### config.mk
export PLATFORM = sky130hd
export DESIGN_NAME = sw_io_frontend
export DESIGN_NICKNAME = d
export VERILOG_FILES = /design/src/rtl/sw_io_frontend.sv
export SDC_FILE = /design/constraint.sdc
export NUM_CORES = 1
export LEC_CHECK = 0
export ABC_AREA = 1
export CAP_MARGIN = 20
export CORE_UTILIZATION = 59
export DETAILED_ROUTE_END_ITERATION = 6
export GPL_ROUTABILITY_DRIVEN = 0
export PLACE_DENSITY = 0.8
export SKIP_CTS_REPAIR_TIMING = 1
export SKIP_LAST_GASP = 1
export SLEW_MARGIN = 15
export SYNTH_ARGS = -nofsm -noshare
export SYNTH_HDL_FRONTEND = slang
export SYNTH_SLANG_ARGS = --single-unit
### constraint.sdc
create_clock -name clock -period 2 [get_ports clock]
set_input_delay 0.4 -clock clock [delete_from_list [all_inputs] [get_ports clock]]
set_output_delay 0.4 -clock clock [all_outputs]
set_load 0.05 [all_outputs]
### src/rtl/sw_io_frontend.sv
// sw_io_frontend
// Device-side producer for the switch/pushbutton input word at 0xfff0.
// Each raw asynchronous input is synchronized through two flops and then
// debounced. A new level is accepted only after DEBOUNCE_CYCLES consecutive
// cycles in which the synchronized value differs from the current stable
// level. An accepted pushbutton press sets a sticky flag, pulses pb_event
// and bumps a saturating 8-bit press counter. A read strobe clears the flag.
//
// Ports
//   clock      in   system clock, all state updates on posedge
//   reset      in   synchronous active-high reset, clears every register
//   raw_sw0    in   asynchronous sliding switch 0
//   raw_sw1    in   asynchronous sliding switch 1
//   raw_pb0    in   asynchronous pushbutton 0 (1 = pressed)
//   rd_strobe  in   one-cycle pulse: data memory read of 0xfff0
//   io_sw0     out  debounced SW0 level
//   io_sw1     out  debounced SW1 level
//   io_pb0     out  sticky press flag
//   pb_event   out  one-cycle pulse on an accepted PB0 press
//   io_rdata   out  {press_cnt[7:0], 5'd0, io_sw1, io_sw0, io_pb0}
module sw_io_frontend #(
  parameter int DEBOUNCE_CYCLES = 16,
  parameter int CNT_W           = 16
) (
  input  logic        clock,
  input  logic        reset,
  input  logic        raw_sw0,
  input  logic        raw_sw1,
  input  logic        raw_pb0,
  input  logic        rd_strobe,
  output logic        io_sw0,
  output logic        io_sw1,
  output logic        io_pb0,
  output logic        pb_event,
  output logic [15:0] io_rdata
);

  localparam int NCH = 3;  // channel 0 = sw0, 1 = sw1, 2 = pb0
  localparam int PB  = 2;
  localparam logic [CNT_W-1:0] LAST = CNT_W'(DEBOUNCE_CYCLES - 1);

  logic [NCH-1:0] w_raw;
  logic [NCH-1:0] r_sync_p0;
  logic [NCH-1:0] r_sync_p1;
  logic [NCH-1:0] r_stable;
  logic [CNT_W-1:0] r_cnt [NCH];
  logic [NCH-1:0] w_accept;
  logic           w_pb_rise;
  logic           r_pb_event;
  logic           r_flag;
  logic [7:0]     r_press_cnt;

  assign w_raw = {raw_pb0, raw_sw1, raw_sw0};

  // Acceptance happens on the edge that completes DEBOUNCE_CYCLES mismatches.
  always_comb begin
    w_accept = '0;
    for (int c = 0; c < NCH; c++) begin
      w_accept[c] = (r_sync_p1[c] != r_stable[c]) && (r_cnt[c] == LAST);
    end
  end

  // A press is the stable pb0 level moving 0->1; release produces no event.
  assign w_pb_rise = w_accept[PB] & ~r_stable[PB];

  always_ff @(posedge clock) begin
    if (reset) begin
      r_sync_p0   <= '0;
      r_sync_p1   <= '0;
      r_stable    <= '0;
      for (int c = 0; c < NCH; c++) begin
        r_cnt[c] <= '0;
      end
      r_pb_event  <= 1'b0;
      r_flag      <= 1'b0;
      r_press_cnt <= '0;
    end else begin
      // p0/p1: two-flop synchronizer
      r_sync_p0 <= w_raw;
      r_sync_p1 <= r_sync_p0;

      // debounce: any matching cycle restarts the count
      for (int c = 0; c < NCH; c++) begin
        if (r_sync_p1[c] == r_stable[c]) begin
          r_cnt[c] <= '0;
        end else if (w_accept[c]) begin
          r_stable[c] <= r_sync_p1[c];
          r_cnt[c]    <= '0;
        end else begin
          r_cnt[c] <= r_cnt[c] + 1'b1;
        end
      end

      // press bookkeeping
      r_pb_event <= w_pb_rise;
      if (w_pb_rise && (r_press_cnt != 8'hFF)) begin
        r_press_cnt <= r_press_cnt + 8'd1;
      end
      // a press landing on the read cycle wins so it is not lost
      if (w_pb_rise) begin
        r_flag <= 1'b1;
      end else if (rd_strobe) begin
        r_flag <= 1'b0;
      end
    end
  end

  assign io_sw0   = r_stable[0];
  assign io_sw1   = r_stable[1];
  assign io_pb0   = r_flag;
  assign pb_event = r_pb_event;
  // Combinational from registers: on a read cycle the pre-clear flag is seen.
  assign io_rdata = {r_press_cnt, 5'd0, r_stable[1], r_stable[0], r_flag};

endmodule
==> results of run 1 <==
[cell type report]
| type | count | area (um^2) | area share |
|---|---|---|---|
| flip-flops and latches | 67 | 1820 | 0.419 |
| multi-input cells | 354 | 1760 | 0.406 |
| repair buffers | 26 | 273 | 0.0628 |
| inverters | 64 | 240 | 0.0553 |
| clock buffers | 12 | 135 | 0.0311 |
| well taps | 75 | 93.8 | 0.0216 |
| clock inverters | 4 | 18.8 | 0.00432 |
[power breakdown]
part	leakage, nW	internal, mW	total (mW)	switching [mW]
sequential	0.650	1.53	1.58	0.0443
combinational	1.16	0.0519	0.163	0.112
clock	0.0816	0.441	0.930	0.489
[cell families (layout without fill, tap and decap cells)]
group	after synthesis	in the layout
AOI/OAI and AO/OA	45	45
xor gates and xnor gates	18	18
DFF	67	67
adders and majority gates	4	4
other	2	53
buffers and inverters	77	106
and+or+nand+nor	234	234
[flip-flops by register name (all words and copies together), names as in the netlist]
signal / count
r_stable: 3
r_sync_p0: 3
r_sync_p1: 3
r_cnt: 48
pb_event: 1
io_pb0: 1
r_press_cnt: 8
[metal layers]
metal  GRT usage  vias to the layer above  share of wire
li1            -                     1559              -
met1       0.285                     1342           0.47
met2       0.378                       69           0.47
met3      0.0444                       10          0.040
met4      0.0930                        0          0.016
met5           0                        -              0
[synthesized netlist by cell type]
cell type / n / share of area
nor3b_1: 5 / 0.010
nand2_1: 78 / 0.078
nor2_2: 4 / 0.0067
inv_2: 1 / 0.0010
dfxtp_1: 19 / 0.10
xor2_1: 13 / 0.030
or2_0: 1 / 0.0017
buf_6: 4 / 0.012
edfxtp_1: 48 / 0.39
nand3_1: 21 / 0.028
nand3_2: 7 / 0.019
or2_2: 2 / 0.0033
o21a_1: 1 / 0.0020
nor2_4: 3 / 0.0090
xnor2_1: 4 / 0.0094
buf_4: 8 / 0.016
nand4_1: 14 / 0.023
ha_1: 4 / 0.013
conb_1: 2 / 0.0020
nor2_1: 72 / 0.072
o22ai_1: 1 / 0.0017
nand2_2: 4 / 0.0067
a211oi_1: 1 / 0.0020
nand3b_1: 3 / 0.0060
o21ai_0: 9 / 0.012
nor3_2: 4 / 0.011
nor3_1: 15 / 0.020
inv_1: 63 / 0.063
a31oi_1: 2 / 0.0033
nand2b_1: 1 / 0.0017
clkbuf_1: 1 / 0.0010
a21oi_1: 31 / 0.042
xor2_2: 1 / 0.0044
[path summary, 6_finish.rpt]
check | from | end | slack, ps | cells past startpoint
setup / recovery | r_press_cnt[4] | io_rdata[12] | 50 | 1
hold / removal | r_sync_p0[0] | r_sync_p1[0] | 410 | 2
setup reg to reg | r_cnt[2][0] | r_cnt[2][13] | 210 | 7
hold reg to reg | r_sync_p0[0] | r_sync_p1[0] | 410 | 2
[worst register-to-register path, cell delays in order (launching register included)]
cell and delay [ps]:
edfxtp_1 390, ha_1 220, nand3_2 150, nor2_1 230
nand2_1 110, nand3_2 180, buf_4 200, a21oi_1 60
==> metrics.yaml, run 1 <==
status:
  status: "finished clean"
clock_tree:
  root_buffer: "clkbuf_8"
  cts_tree: "built"
  cts_buffers: 9
  clk_pin_slew_ps: 60
  cts_buffer_depth: 2
  insertion_delay_ps: 340
  cts_sinks: 67
  htree_num_levels: 3
synth:
  synthAdderAreaFrac: 0.0134
  synth.avg_cell_area_um2: 8.36
  synth_top_family_by_area: "simple AND/OR/NAND/NOR gates"
  synth_compound_area_frac: 0.0626
  ys_seq_area_frac: 0.487
  yosysWarningCount: 0
  synthSimpleGateAreaFrac: 0.297
  synth-xor-area-share: 0.0442
  synth_mux_area_frac: 0
  synth_cell_types: 33
  syn_inst: 447
  synth_seq_cells: 67
  syn_area_um2: 3740
route:
  ant_nets: 0
  vias_per_cell: 4.95
  finalWirelength_um: 6640
  drc: 0
  wl_per_cell_um: 11.0
  vias: 2980
  drt-pass1-iter-count: 4
  dr.first_iter.drc_count: 113
global_routing:
  grt_usage: 0.226
  grt_max_degree: 16
  grt_pass1_vias: 2774
  antenna_found_initial: 0
  grt_pass1_wl_um: 11500
  gr-total-overflow: 0
worst_setup_path:
  cp_slowest_stage_delay_ps: 820
  worstSetupEndpointType: "primary output"
  crit_chain: "clkdlybuf4s50_1"
  path_delay_family: "buffers and inverters"
  cpMaxStageDelayCell: "clkdlybuf4s50_1"
  critPathRequiredTime_ps: 1600
  worstPathArrival_ps: 1550
  cp_max_fo: 4
  path_buf_inv: 1
  critPathKind: "register to primary output"
  startpoint_type: "register"
run:
  max-cap-violations: 0
timing:
  maxSlewViolCount: 0
  clock-skew-final_ps: 11.0
  whs_ps: 411
  finalCriticalPeriod_ps: 1950
  layout_setup_ws_ps: 52.0
  worstMarginPinSlew_ps: 515
  maxSlewHeadroom: 0.654
  max_freq_ghz: 0.513
  setup_viol: 0
  finalHoldViolCount: 0
  min_period_over_period: 0.974
  rsz0062_at_grt: "false"
  final.setup.tns_ps: 0
final_layout:
  finalNetCount: 532
  final_common_cell: "nand2_1"
  stdcell_count: 602
  final.fill_count: 458
  utilization: 0.721
  finalInstanceArea_um2: 4350
  mostFrequentLayoutCells: "nand2_1 (78), nor2_1 (72), inv_1 (63)"
  antennaDiodeCount: 0
  syn2layout_area_growth_pct: 16.3
  drive_gt1_frac: 0.0835
power_and_ir_drop:
  powerDensity_nw_per_um2: 615
  p_total_mw: 2.67
  irDropWorstVdd_mv: 0.396
  p_leak_nw: 1.90
placement:
  portBuffers: 20
  detailedPlacementHpwl_um: 4950
  dp_slack_ps: 146
  place_inst: 586
  placed_area_um2: 4170
floorplanning:
  coreArea_um2: 6030
  dieArea_um2: 6660
  floorplan.initialDensity: 0.620
  fp.dieH_um: 81.6
  ios: 26
  rows: 28
  die_w_um: 81.6
min_path:
  hp-class: "register to register"
Note: power is estimated with default switching activity, not from simulation.
==> inputs of run 2 (changes only) <==
- CAP_MARGIN: 20 -> unset
==> results of run 2 <==
Same layout as run 1: the final DEF is identical, and so are final timing and power.
